`src/rtl/score_pkg.sv`:
```
// Shared definitions for the score path: scheduler FSM states and default pulse timing.
// The score counter and display logic import this package as well.
package score_pkg;

    typedef enum logic [1:0] {
        S_IDLE  = 2'd0,
        S_PULSE = 2'd1,
        S_GAP   = 2'd2
    } sched_state_t;

    localparam int DEF_PULSE_CYC = 1;
    localparam int DEF_GAP_CYC   = 1;

    function automatic int max_int(input int a, input int b);
        return (a > b) ? a : b;
    endfunction

endpackage

```
`src/rtl/rr_picker.sv`:
```
// Combinational round-robin arbiter: the search starts one past last_grant and wraps
// modulo N_LANES, so the most recently served lane has the lowest priority.
module rr_picker #(
    parameter int N_LANES = 4,
    parameter int LW      = $clog2(N_LANES)
) (
    input  logic [N_LANES-1:0] req,
    input  logic [LW-1:0]      last_grant,
    output logic               grant_valid,
    output logic [LW-1:0]      grant_idx
);

    int          sum;
    logic [LW-1:0] cand;

    always_comb begin
        grant_valid = 1'b0;
        grant_idx   = '0;
        sum         = 0;
        cand        = '0;
        for (int k = 1; k <= N_LANES; k++) begin
            // last_grant < N_LANES and k <= N_LANES, so one subtraction suffices to wrap
            sum = int'(last_grant) + k;
            if (sum >= N_LANES) begin
                sum = sum - N_LANES;
            end
            cand = sum[LW-1:0];
            if (!grant_valid && req[cand]) begin
                grant_valid = 1'b1;
                grant_idx   = cand;
            end
        end
    end

endmodule

```
`src/rtl/score_event_scheduler.sv`:
```
// Queues per-lane "obstacle passed" events and replays them one at a time as separated
// pulses on score_increment, so simultaneous events are never merged by the edge counter.
module score_event_scheduler
    import score_pkg::*;
#(
    parameter int  N_LANES   = 4,
    parameter int  CNT_W     = 3,
    parameter int  PULSE_CYC = DEF_PULSE_CYC,
    parameter int  GAP_CYC   = DEF_GAP_CYC,
    localparam int LW        = $clog2(N_LANES)
) (
    input  logic               Clock,
    input  logic               Reset,
    input  logic [N_LANES-1:0] pass_evt,
    input  logic               game_active,
    input  logic               clear_pending,
    output logic               score_increment,
    output logic [LW-1:0]      grant_lane,
    output logic               busy,
    output logic               dropped
);

    localparam int                TMR_W      = $clog2(max_int(PULSE_CYC, GAP_CYC)) + 1;
    localparam logic [TMR_W-1:0]  PULSE_LAST = TMR_W'(PULSE_CYC - 1);
    localparam logic [TMR_W-1:0]  GAP_LAST   = TMR_W'(GAP_CYC - 1);
    localparam logic [CNT_W-1:0]  CNT_MAX    = '1;
    localparam logic [LW-1:0]     LAST_INIT  = LW'(N_LANES - 1);

    sched_state_t     state_q, state_d;
    logic [TMR_W-1:0] tmr_q, tmr_d;
    logic [CNT_W-1:0] pend_q [N_LANES];
    logic [CNT_W-1:0] pend_d [N_LANES];
    logic [LW-1:0]    grant_lane_q, grant_lane_d;
    logic [LW-1:0]    last_grant_q, last_grant_d;
    logic             score_increment_q, score_increment_d;
    logic             busy_q, busy_d;
    logic             dropped_q, dropped_d;

    logic [N_LANES-1:0] req;
    logic [N_LANES-1:0] lane_inc;
    logic [N_LANES-1:0] lane_dec;
    logic               grant_valid;
    logic [LW-1:0]      grant_idx;
    logic               can_grant;
    logic               grant_fire;
    logic               drop_any;

    always_comb begin
        req = '0;
        for (int i = 0; i < N_LANES; i++) begin
            req[i] = (pend_q[i] != '0);
        end
    end

    rr_picker #(
        .N_LANES (N_LANES),
        .LW      (LW)
    ) u_rr_picker (
        .req         (req),
        .last_grant  (last_grant_q),
        .grant_valid (grant_valid),
        .grant_idx   (grant_idx)
    );

    // A flush in progress blocks new grants; only an already-started pulse/gap completes.
    assign can_grant = grant_valid && !clear_pending;

    always_comb begin
        state_d      = state_q;
        tmr_d        = tmr_q;
        grant_fire   = 1'b0;
        grant_lane_d = grant_lane_q;
        last_grant_d = last_grant_q;

        case (state_q)
            S_IDLE: begin
                if (can_grant) begin
                    grant_fire = 1'b1;
                    state_d    = S_PULSE;
                    tmr_d      = '0;
                end
            end
            S_PULSE: begin
                if (tmr_q == PULSE_LAST) begin
                    state_d = S_GAP;
                    tmr_d   = '0;
                end else begin
                    tmr_d = tmr_q + TMR_W'(1);
                end
            end
            S_GAP: begin
                // The last gap cycle arbitrates as IDLE would, keeping back-to-back throughput.
                if (tmr_q == GAP_LAST) begin
                    tmr_d = '0;
                    if (can_grant) begin
                        grant_fire = 1'b1;
                        state_d    = S_PULSE;
                    end else begin
                        state_d = S_IDLE;
                    end
                end else begin
                    tmr_d = tmr_q + TMR_W'(1);
                end
            end
            default: begin
                state_d = S_IDLE;
                tmr_d   = '0;
            end
        endcase

        if (grant_fire) begin
            grant_lane_d = grant_idx;
            last_grant_d = grant_idx;
        end
    end

    always_comb begin
        lane_inc = clear_pending ? '0 : (pass_evt & {N_LANES{game_active}});
        lane_dec = '0;
        if (grant_fire) begin
            lane_dec[grant_idx] = 1'b1;
        end
    end

    always_comb begin
        drop_any = 1'b0;
        for (int i = 0; i < N_LANES; i++) begin
            pend_d[i] = pend_q[i];
            if (clear_pending) begin
                pend_d[i] = '0;
            end else if (lane_inc[i] && !lane_dec[i]) begin
                if (pend_q[i] == CNT_MAX) begin
                    drop_any = 1'b1;
                end else begin
                    pend_d[i] = pend_q[i] + CNT_W'(1);
                end
            end else if (lane_dec[i] && !lane_inc[i]) begin
                pend_d[i] = pend_q[i] - CNT_W'(1);
            end
        end

        dropped_d = clear_pending ? 1'b0 : (dropped_q || drop_any);

        busy_d = (state_d != S_IDLE);
        for (int i = 0; i < N_LANES; i++) begin
            if (pend_d[i] != '0) begin
                busy_d = 1'b1;
            end
        end

        score_increment_d = (state_d == S_PULSE);
    end

    always_ff @(posedge Clock) begin
        if (Reset) begin
            state_q           <= S_IDLE;
            tmr_q             <= '0;
            grant_lane_q      <= '0;
            last_grant_q      <= LAST_INIT;
            score_increment_q <= 1'b0;
            busy_q            <= 1'b0;
            dropped_q         <= 1'b0;
            for (int i = 0; i < N_LANES; i++) begin
                pend_q[i] <= '0;
            end
        end else begin
            state_q           <= state_d;
            tmr_q             <= tmr_d;
            grant_lane_q      <= grant_lane_d;
            last_grant_q      <= last_grant_d;
            score_increment_q <= score_increment_d;
            busy_q            <= busy_d;
            dropped_q         <= dropped_d;
            for (int i = 0; i < N_LANES; i++) begin
                pend_q[i] <= pend_d[i];
            end
        end
    end

    assign score_increment = score_increment_q;
    assign grant_lane      = grant_lane_q;
    assign busy            = busy_q;
    assign dropped         = dropped_q;

endmodule

```
`config.mk`:
```
export PLATFORM = sky130hd
export DESIGN_NAME = score_event_scheduler
export DESIGN_NICKNAME = d
export VERILOG_FILES = /design/src/rtl/score_pkg.sv /design/src/rtl/rr_picker.sv /design/src/rtl/score_event_scheduler.sv
export SDC_FILE = /design/constraint.sdc
export NUM_CORES = 1
export LEC_CHECK = 0
export ABC_AREA = 1
export CORE_ASPECT_RATIO = 0.5
export CORE_UTILIZATION = 43
export CTS_CLUSTER_SIZE = 40
export DETAILED_ROUTE_END_ITERATION = 8
export GPL_TIMING_DRIVEN = 0
export HOLD_SLACK_MARGIN = 0.15
export PLACE_DENSITY = 0.64
export SKIP_LAST_GASP = 1
export SLEW_MARGIN = 40
export SYNTH_ARGS = -nofsm -noshare
export SYNTH_HDL_FRONTEND = slang
export SYNTH_SLANG_ARGS = --single-unit
```
`constraint.sdc`:
```
create_clock -name Clock -period 2.5 [get_ports Clock]
set_input_delay 0.75 -clock Clock [delete_from_list [all_inputs] [get_ports Clock]]
set_output_delay 0.75 -clock Clock [all_outputs]
set_load 0.005 [all_outputs]
```
# == Word-level counts from Yosys, hierarchy flattened ==
# Memories as Yosys holds them, arrays and structs flattened.
# Cells that the tools add are included.
# totals
reg_bits,10
ram_bits,12
in_bits,8
output_inout_bits,5
mem_count,1
# op_classes
addsub,17
order_cmp,10
eq_ne,8
muxes,74
n_bitwise,5
reduce_logical,38
# memory_table
name,words,word_bits,read_ports,rd_ports_with_merged_regs,wr,line,text
pend_q,4,3,4,0,4,score_event_scheduler.sv:31,logic [CNT_W-1:0] pend_q [N_LANES];
# ops
op,n
3-bit 2-to-1 mux,20
1-bit 2-to-1 mux,33
3-bit nonzero test,8
2-bit 2-to-1 mux,11
"2-bit by 3-bit less-than comparator with 1-bit output, second input constant",5
1-bit logical AND,13
"3-bit by 1-bit adder with 3-bit output, second input constant",4
"3-bit equality test, second input constant",4
1-bit zero test,12
"3-bit by 1-bit subtractor with 3-bit output, second input constant",4
"3-bit >= comparator, second input constant",3
1-bit binary-select mux with 2-bit select,4
4-bit 2-to-1 mux,2
"2-bit by 1-bit subtractor with 2-bit output, second input constant",4
"2-bit by 2-bit adder with 3-bit output, second input constant",2
2-bit one-hot mux with 3 select lines,1
"2-bit by 3-bit adder with 4-bit output, second input constant",1
4-bit AND,1
"2-bit by 1-bit equality test with 1-bit output, second input constant",2
"4-bit by 3-bit >= comparator with 1-bit output, second input constant",1
1-bit OR,4
1-bit one-hot mux with 2 select lines,2
2-bit OR reduction,2
"2-bit by 1-bit adder with 3-bit output, second input constant",1
other kinds (8),8

# == Depth between registers and ports, before layout ==
# Gate-level depths: netlist of the first run.
# depth
word_depth,34
ltp_mapped,21
ltp_nobuf,21

# == Cells and area by module ==
# A second synthesis of the first run with hierarchy kept.
# hier_totals
cells_unflattened,262
area_unflattened_um2,1691.6
# by_module_without_submodules
mod,n_inst,cells_per_inst,area_per_inst_um2
score_event_scheduler,1,213,1401.3
rr_picker,1,49,290.3

# == Least setup slack after synthesis of the first run ==
# No wires, ideal clock.
# synth_path
path_kind,register -> register
from,memory pend_q[3][0]
to,register busy_q (netlist: busy)
t_arrival_ns,2.081
t_required_ns,2.391
setup_slack_ns,0.310
stages_incl_launch_ff,20
path_cell_list,dfxtp_1 -> inv_1 -> ha_1 -> nand3_1 -> nand2_2 -> o21ai_1 -> nand3b_2 -> nand2_4 -> inv_6 -> nand2_2 -> nor2_2 -> nand2_2 -> nand2_1 -> nand3_1 -> nand2_1 -> nand3_1 -> nor2_1 -> nand3_1 -> nand2_1 -> inv_1
# synth_lines
item,line,text
start: declaration,score_event_scheduler.sv:31,
end signal: assignment,score_event_scheduler.sv:172,busy_q <= busy_d;
end: declaration,score_event_scheduler.sv:36,"logic busy_q, busy_d;"

# == Worst setup path in the final report of the first run ==
# layout_path
from,register last_grant_q[0]
to,register busy_q (netlist: busy)
# layout_between
elab_chain_cells,29
elab_cells_between_ends,85
cone_classes,add/sub: 8; order compare: 6; mux: 46; reduce/logical: 25
# layout_lines
item,line,text
start: declaration,score_event_scheduler.sv:34,"logic [LW-1:0] last_grant_q, last_grant_d;"
start signal: assignment,score_event_scheduler.sv:170,last_grant_q <= last_grant_d;
2-bit by 1-bit adder with 3-bit output,rr_picker.sv:23,sum = int'(last_grant) + k;
3-bit >= comparator / 2-bit by 1-bit subtractor with 2-bit output (equally long branches),"rr_picker.sv:24, rr_picker.sv:25",
2-bit 2-to-1 mux,rr_picker.sv:24,if (sum >= N_LANES) begin
1-bit binary-select mux with 2-bit select,rr_picker.sv:28,if (!grant_valid && req[cand]) begin
1-bit 2-to-1 mux (implied by the code),rr_picker.sv:28,
1-bit 2-to-1 mux,rr_picker.sv:28,
1-bit zero test,rr_picker.sv:28,
1-bit logical AND,rr_picker.sv:28,
[... 11 more ...],-,
4-bit 2-to-1 mux,score_event_scheduler.sv:120,if (grant_fire) begin
1-bit logical AND / 1-bit zero test (equally long branches),"score_event_scheduler.sv:137, score_event_scheduler.sv:131",
3-bit 2-to-1 mux / 1-bit logical AND (equally long branches),"score_event_scheduler.sv:137, score_event_scheduler.sv:131",
3-bit 2-to-1 mux,score_event_scheduler.sv:131,end else if (lane_inc[i] && !lane_dec[i]) begin
3-bit 2-to-1 mux,score_event_scheduler.sv:129,if (clear_pending) begin
3-bit nonzero test,score_event_scheduler.sv:146,if (pend_d[i] != '0) begin
1-bit 2-to-1 mux (3 in a row),score_event_scheduler.sv:146,
1-bit 2-to-1 mux (*),score_event_scheduler.sv:146,
# Every way passes the cells marked *; elsewhere a longest branch is shown, timed or not. The select of a mux whose other input is x is not followed.
# A chain may end at the register's enable or synchronous reset.

==> impl_metrics.py, run 1 <==
metrics = {
    "routing": {
        "ant_nets": 0,
        "drc": 0,
        "wl_microns": 4730,
        "wl_per_cell_microns": 13.5,
        "num_vias": 1838,
        "drt_pass1_iterations": 4,
        "vias_per_cell": 5.24,
        "first_iter_violations": 84,
    },
    "power_and_ir_drop": {
        "power.total_w": 0.00293,
        "clkPwrFrac": 0.081,
        "swShare": 0.525,
        "p_leak_nw": 1.12,
        "seqPwrFrac": 0.165,
        "power_density_mw_per_mm2": 1270,
        "ir_drop_mv": 0.443,
        "pwr-share-comb": 0.754,
        "intPower_w": 0.00139,
        "netSwitchingPower_w": 0.00154,
    },
    "critical_path": {
        "crit_required_ns": 2.68,
        "worstPathArrival_ns": 2.70,
        "path_max_fanout": 10,
        "r2r-start": "last_grant_q[0]",
        "crit_path_start_kind": "flip-flop",
        "endpoint_kind": "flip-flop",
        "worstSetupPathType": "reg -> reg",
        "startpoint": "last_grant_q[0]",
    },
    "logic_synthesis": {
        "syn_nets": 291,
        "synthDistinctLibCells": 27,
        "ys_warn_count": 0,
        "ys_seq_elements": 21,
        "yosysSeqAreaShare": 0.240,
        "syn_area_per_cell_sq_um": 6.45,
        "async_reset_ff_frac": 0,
        "netlist_area_sq_mm": 0.00175,
        "synth_edf_count": 0,
        "synth_ff_type": "dfxtp_1",
        "synth_cells": 271,
    },
    "layout": {
        "utilization": 0.631,
        "fin_nets": 321,
        "fin_cells": 351,
        "fill_cells": 330,
        "drive_above_1_share": 0.323,
        "areaGrowthSynthToFinish_pct": 32.0,
        "finalInstanceArea_sq_mm": 0.00231,
        "final_common_cell": "nand2_1",
        "final_cell_mix": "nand2_1, nand3_1, inv_1, nor2_1, nand3_2",
        "diodes": 0,
    },
    "grt": {
        "grt_overflow": 0,
        "grt_pass1_vias": 1540,
        "antenna_found_initial": 0,
        "grt_max_degree": 13,
        "grt_pass1_wl_microns": 7310,
        "track_usage": 0.225,
    },
    "sta": {
        "worst_slew_pin_slew_ns": 0.548,
        "finClkSkew_ns": 0.00545,
        "hold_violations": 0,
        "fmax_ghz": 0.397,
        "period_minus_slack_ns": 2.52,
        "fin_crit_sh": 1.01,
        "slew_violations": 0,
        "worst_slack_ns": -0.0214,
        "rsz0062_at_grt": "true",
        "max_slew_margin": 0.635,
        "holdWs_ns": 0.434,
        "setup_viol": 1,
    },
    "clock_tree": {
        "numCtsBuffers": 3,
        "root_buffer": "clkbuf_8",
        "clkLatencyLatePin_ns": 0.27,
        "numClockSinks": 21,
        "clk_pin_slew_ns": 0.09,
        "cts_tree": "done",
        "htreeDepth": 1,
        "cts_buffer_depth": 2,
    },
    "place": {
        "dp.cells": 333,
        "port_buffers": 11,
        "globalplace.congestion": 0.824,
        "place_hpwl_microns": 3530,
        "place_area_sq_mm": 0.00192,
    },
    "floorplanning": {
        "dieArea_sq_mm": 0.00434,
        "core_area_sq_mm": 0.00366,
        "row_count": 15,
        "fp.dieH_microns": 47.1,
        "fp.dieW_microns": 92.2,
        "initial_core_util": 0.478,
        "io-pin-count": 13,
    },
    "min_path": {
        "worstHoldPathType": "reg -> reg",
        "hp-start": "state_q[1]",
    },
    "flow_run": {
        "maxCapViolations": 0,
    },
    "status": {
        "status": "finished, violations left",
        "violations": "setup timing",
    },
}
==> layout make-up <==
cell class                 count  area [sq um]  area share
buffer                         4          26.3      0.0114
inverter                      38           163      0.0705
clock buffer                   3          41.3      0.0179
tap                           51          63.8      0.0276
timing repair buffer          25           215      0.0932
sequential                    21           433       0.188
multi-input combinational    208          1360       0.590
clock inverter                 1          5.00     0.00217
==> registers in the layout (all words and copies together) (netlist names) <==
| register | cells |
|---|---|
| grant_lane | 2 |
| last_grant_q | 2 |
| score_increment | 1 |
| dropped | 1 |
| state_q | 2 |
| pend_q | 12 |
| busy | 1 |
==> what timing repair did <==
action / 4_1_cts / 5_1_grt
pin swaps: 7 / 18
cloned: 0 / 1
hold buffers: 0 / 0
buffers inserted: 2 / 11
endpoints found under the setup margin: 1 / 1
gates resized for setup: 24 / 41
==> path summary, 6_finish.rpt <==
kind                      to  slack, ns  cells past startpoint
hold reg to reg   state_q[1]       0.43                      1
hold / removal    state_q[1]       0.43                      1
setup / recovery        busy      -0.02                     19
setup reg to reg        busy      -0.02                     19
==> kinds of logic after synthesis <==
group                      Yosys count  share of synthesized area
adders and majority gates           12                     0.0858
buffers and inverters               42                      0.102
DFF                                 21                      0.240
and+or+nand+nor                    182                      0.527
AOI/OAI and AO/OA                   14                     0.0451
==> Yosys cell counts (2+ instances only) <==
cell | count | area [sq um]
nor2_1 | 26 | 97.6
clkbuf_1 | 3 | 11.3
ha_1 | 12 | 150
nand2_4 | 4 | 45.0
inv_2 | 3 | 11.3
nor2_4 | 2 | 22.5
nand3_2 | 8 | 80.1
nand4_1 | 7 | 43.8
a21oi_1 | 4 | 20.0
inv_1 | 33 | 124
o211ai_1 | 2 | 15.0
nand2_1 | 63 | 236
nor3_1 | 2 | 10.0
nand3_1 | 57 | 285
dfxtp_1 | 21 | 420
nand2_2 | 9 | 56.3
o21ai_0 | 5 | 25.0
==> power by group through the flow <==
stage          clock network [W]  registers (W)  logic (W)
2_1_floorplan                  0       0.000465    0.00130
3_3_place_gp                   0       0.000469    0.00164
3_5_place_dp                   0       0.000470    0.00166
4_1_cts                 0.000240       0.000467    0.00181
5_1_grt                 0.000256       0.000495    0.00243
6_report                0.000236       0.000484    0.00221
==> per-layer routing <==
metal / share of wire / GRT usage / vias up
li1: - / - / 949
met1: 0.50 / 0.319 / 849
met2: 0.45 / 0.373 / 40
met3: 0.048 / 0.0437 / 0
met4: 0 / 0.0281 / 0
met5: 0 / 0 / -
==> metrics by stage <==
step	TNS (ns)	worst slack, ns
final	-0.0214	-0.0214
after global routing	-0.184	-0.184
after CTS	0	0.000906
after detailed placement	-0.506	-0.415
after global placement	-0.556	-0.438
after floorplan	0	0.310
==> worst max-delay path, cell delays in order (launching register included) <==
cell      delay [ns]
dfxtp_2         0.34
buf_8           0.14
inv_8           0.10
nand3_2         0.11
nand3_2         0.12
nand2_4         0.07
nor2_4          0.19
nand4_1         0.17
nand2_4         0.19
nand2_4         0.08
nor2_4          0.15
nand2_2         0.08
nand2_1         0.06
nand3b_1        0.08
nand2_1         0.10
nand2_1         0.06
nor2_1          0.09
nand3_1         0.15
nand2_1         0.10
inv_1           0.04
No activity file was read; power rests on OpenSTA's default activity.
==> run 2: changes to the inputs <==
SLEW_MARGIN = 0   (was 40)
clock period = 3 ns   (was 2.5 ns; I/O delays follow)
==> impl_metrics.py, run 2 (synthesized netlist as in run 1, its figures left out) <==
metrics = {
    "routing": {
        "num_vias": 1709,
        "drc": 0,
        "wl_microns": 4290,
        "wl_per_cell_microns": 12.7,
        "drt_pass1_iterations": 4,
        "first_iter_violations": 74,
        "vias_per_cell": 5.07,
        "ant_nets": 0,
    },
    "critical_path": {
        "path_cells": "clkdlybuf4s50_1 -> nor2_1 -> nand2_4 -> a21oi_1 -> nand3_1 -> nand2_1 -> nand2_1 -> nand3_1 -> nand2_1 -> nor2_1 -> nand3_1 -> nand2_1 -> inv_1",
        "worstPathArrival_ns": 2.97,
        "path_max_fanout": 7,
        "slowest_delay_ns": 0.47,
        "cp.buffers_inverters": 2,
        "worstSetupPathType": "in -> reg",
        "cp_slowest_cell": "clkdlybuf4s50_1",
        "crit_path_start_kind": "primary input",
        "path_delay_family": "simple AND/OR/NAND/NOR gates",
        "crit_required_ns": 3.18,
        "crit_top_cell": "nand2_1",
        "endpoint_kind": "flip-flop",
    },
    "clock_tree": {
        "numCtsBuffers": 3,
        "clkLatencyLatePin_ns": 0.27,
        "cts_resized": 0,
        "root_buffer": "clkbuf_8",
        "post-cts-setup-buffers": 0,
        "htreeDepth": 1,
        "numClockSinks": 21,
        "cts_tree": "done",
        "clk_pin_slew_ns": 0.09,
        "cts_buffer_depth": 2,
        "postCtsHoldBufs": 0,
    },
    "grt": {
        "track_usage": 0.221,
        "grt_max_degree": 13,
        "grt_pass1_wl_microns": 7160,
        "top_usage_layer": "met2",
        "antenna_found_initial": 0,
        "grtUsageMet2": 0.369,
        "grtUsageMet1": 0.312,
        "grt_overflow": 0,
        "grt_pass1_vias": 1523,
        "grt_use_met3": 0.0437,
    },
    "floorplanning": {
        "io-pin-count": 13,
        "fp.dieW_microns": 92.2,
        "fp.dieH_microns": 47.1,
        "dieArea_sq_mm": 0.00434,
        "row_count": 15,
        "core_area_sq_mm": 0.00366,
        "initial_core_util": 0.478,
    },
    "place": {
        "place_hpwl_microns": 3530,
        "dp.cells": 333,
        "port_buffers": 11,
        "place_ws_ns": -0.0649,
        "globalplace.congestion": 0.824,
    },
    "sta": {
        "holdWs_ns": 0.430,
        "tns_ns": 0,
        "setup_viol": 0,
        "fmax_ghz": 0.358,
        "rsz0062_at_grt": "false",
        "finClkSkew_ns": 0.00683,
        "period_minus_slack_ns": 2.79,
        "worst_slack_ns": 0.209,
        "hold_violations": 0,
        "fin_crit_sh": 0.930,
        "worst_slew_pin_slew_ns": 0.510,
        "max_slew_margin": 0.660,
        "slew_violations": 0,
    },
    "power_and_ir_drop": {
        "power.total_w": 0.00197,
        "ir_drop_mv": 0.305,
        "power_density_mw_per_mm2": 1000,
        "p_leak_nw": 0.990,
    },
    "layout": {
        "largest_reg_flops": 12,
        "final_common_cell": "nand2_1",
        "fin_cells": 337,
        "regMostFlops": "pend_q",
        "areaGrowthSynthToFinish_pct": 12.6,
        "drive_above_1_share": 0.126,
        "fin_nets": 307,
        "diodes": 0,
        "final_cell_mix": "nand2_1, nand3_1, inv_1, nor2_1, dfxtp_1",
    },
    "status": {
        "status": "completed",
    },
    "min_path": {
        "worstHoldPathType": "reg -> reg",
    },
    "flow_run": {
        "maxCapViolations": 0,
    },
}
==> run 2: worst reg2reg max path, stage by stage (launching register included) <==
cell	delay, ns
dfxtp_1	0.36
inv_1	0.09
ha_1	0.26
nand3_2	0.12
nand2_2	0.06
o21ai_1	0.24
nand3b_2	0.20
nand2_4	0.12
a21oi_1	0.31
nand3_1	0.20
nand2_1	0.11
nand2_1	0.05
nand3_1	0.09
nand2_1	0.08
nor2_1	0.10
nand3_1	0.15
nand2_1	0.10
inv_1	0.04
==> run 2: through the flow <==
stage           util  area (sq um)
4_1_cts        0.538          1970
5_1_grt        0.538          1970
2_1_floorplan      -          1750
3_3_place_gp   0.525          1920
6_report       0.538          1970
3_5_place_dp   0.525          1920
==> run 2: cell type report <==
cell class              count  area, sq um
fillers                   379         1690
well taps                  51         63.8
clock buffers               3         41.3
multi-input cells         208         1150
clock inverters             1         5.00
plain buffers               4         22.5
repair buffers             11          110
flip-flops and latches     21          420
inverters                  38          155
==> run 2: final timing paths <==
path              slack (ns)         end  cells past startpoint          start
setup / recovery        0.21        busy                     13  clear_pending
hold / removal          0.43  state_q[1]                      1     state_q[1]
setup reg to reg        0.25        busy                     17   pend_q[2][0]
hold reg to reg         0.43  state_q[1]                      1     state_q[1]
==> run 2: where the power goes <==
group | internal [W] | switching [W]
Clock | 0.0000928 | 0.000102
Combinational | 0.000459 | 0.000929
Sequential | 0.000345 | 0.0000404
Total | 0.000898 | 0.00107
==> run 2: layer usage <==
layer | vias up | part of all wire
li1 | 913 | -
met1 | 766 | 0.55
met2 | 30 | 0.42
met3 | 0 | 0.036
met4 | 0 | 0
met5 | - | 0
==> run 3: changes to the inputs <==
==> constraint.sdc (replaced) <==
create_clock -name Clock -period 3 [get_ports Clock]
set_input_delay 0.9 -clock Clock [delete_from_list [all_inputs] [get_ports Clock]]
set_output_delay 0.9 -clock Clock [all_outputs]
set_load 0.02 [all_outputs]
==> results of run 3 <==
The final DEF is identical to that of run 2. Status: completed.
Main changes from that run: total power 0.00197 W -> 0.00199 W
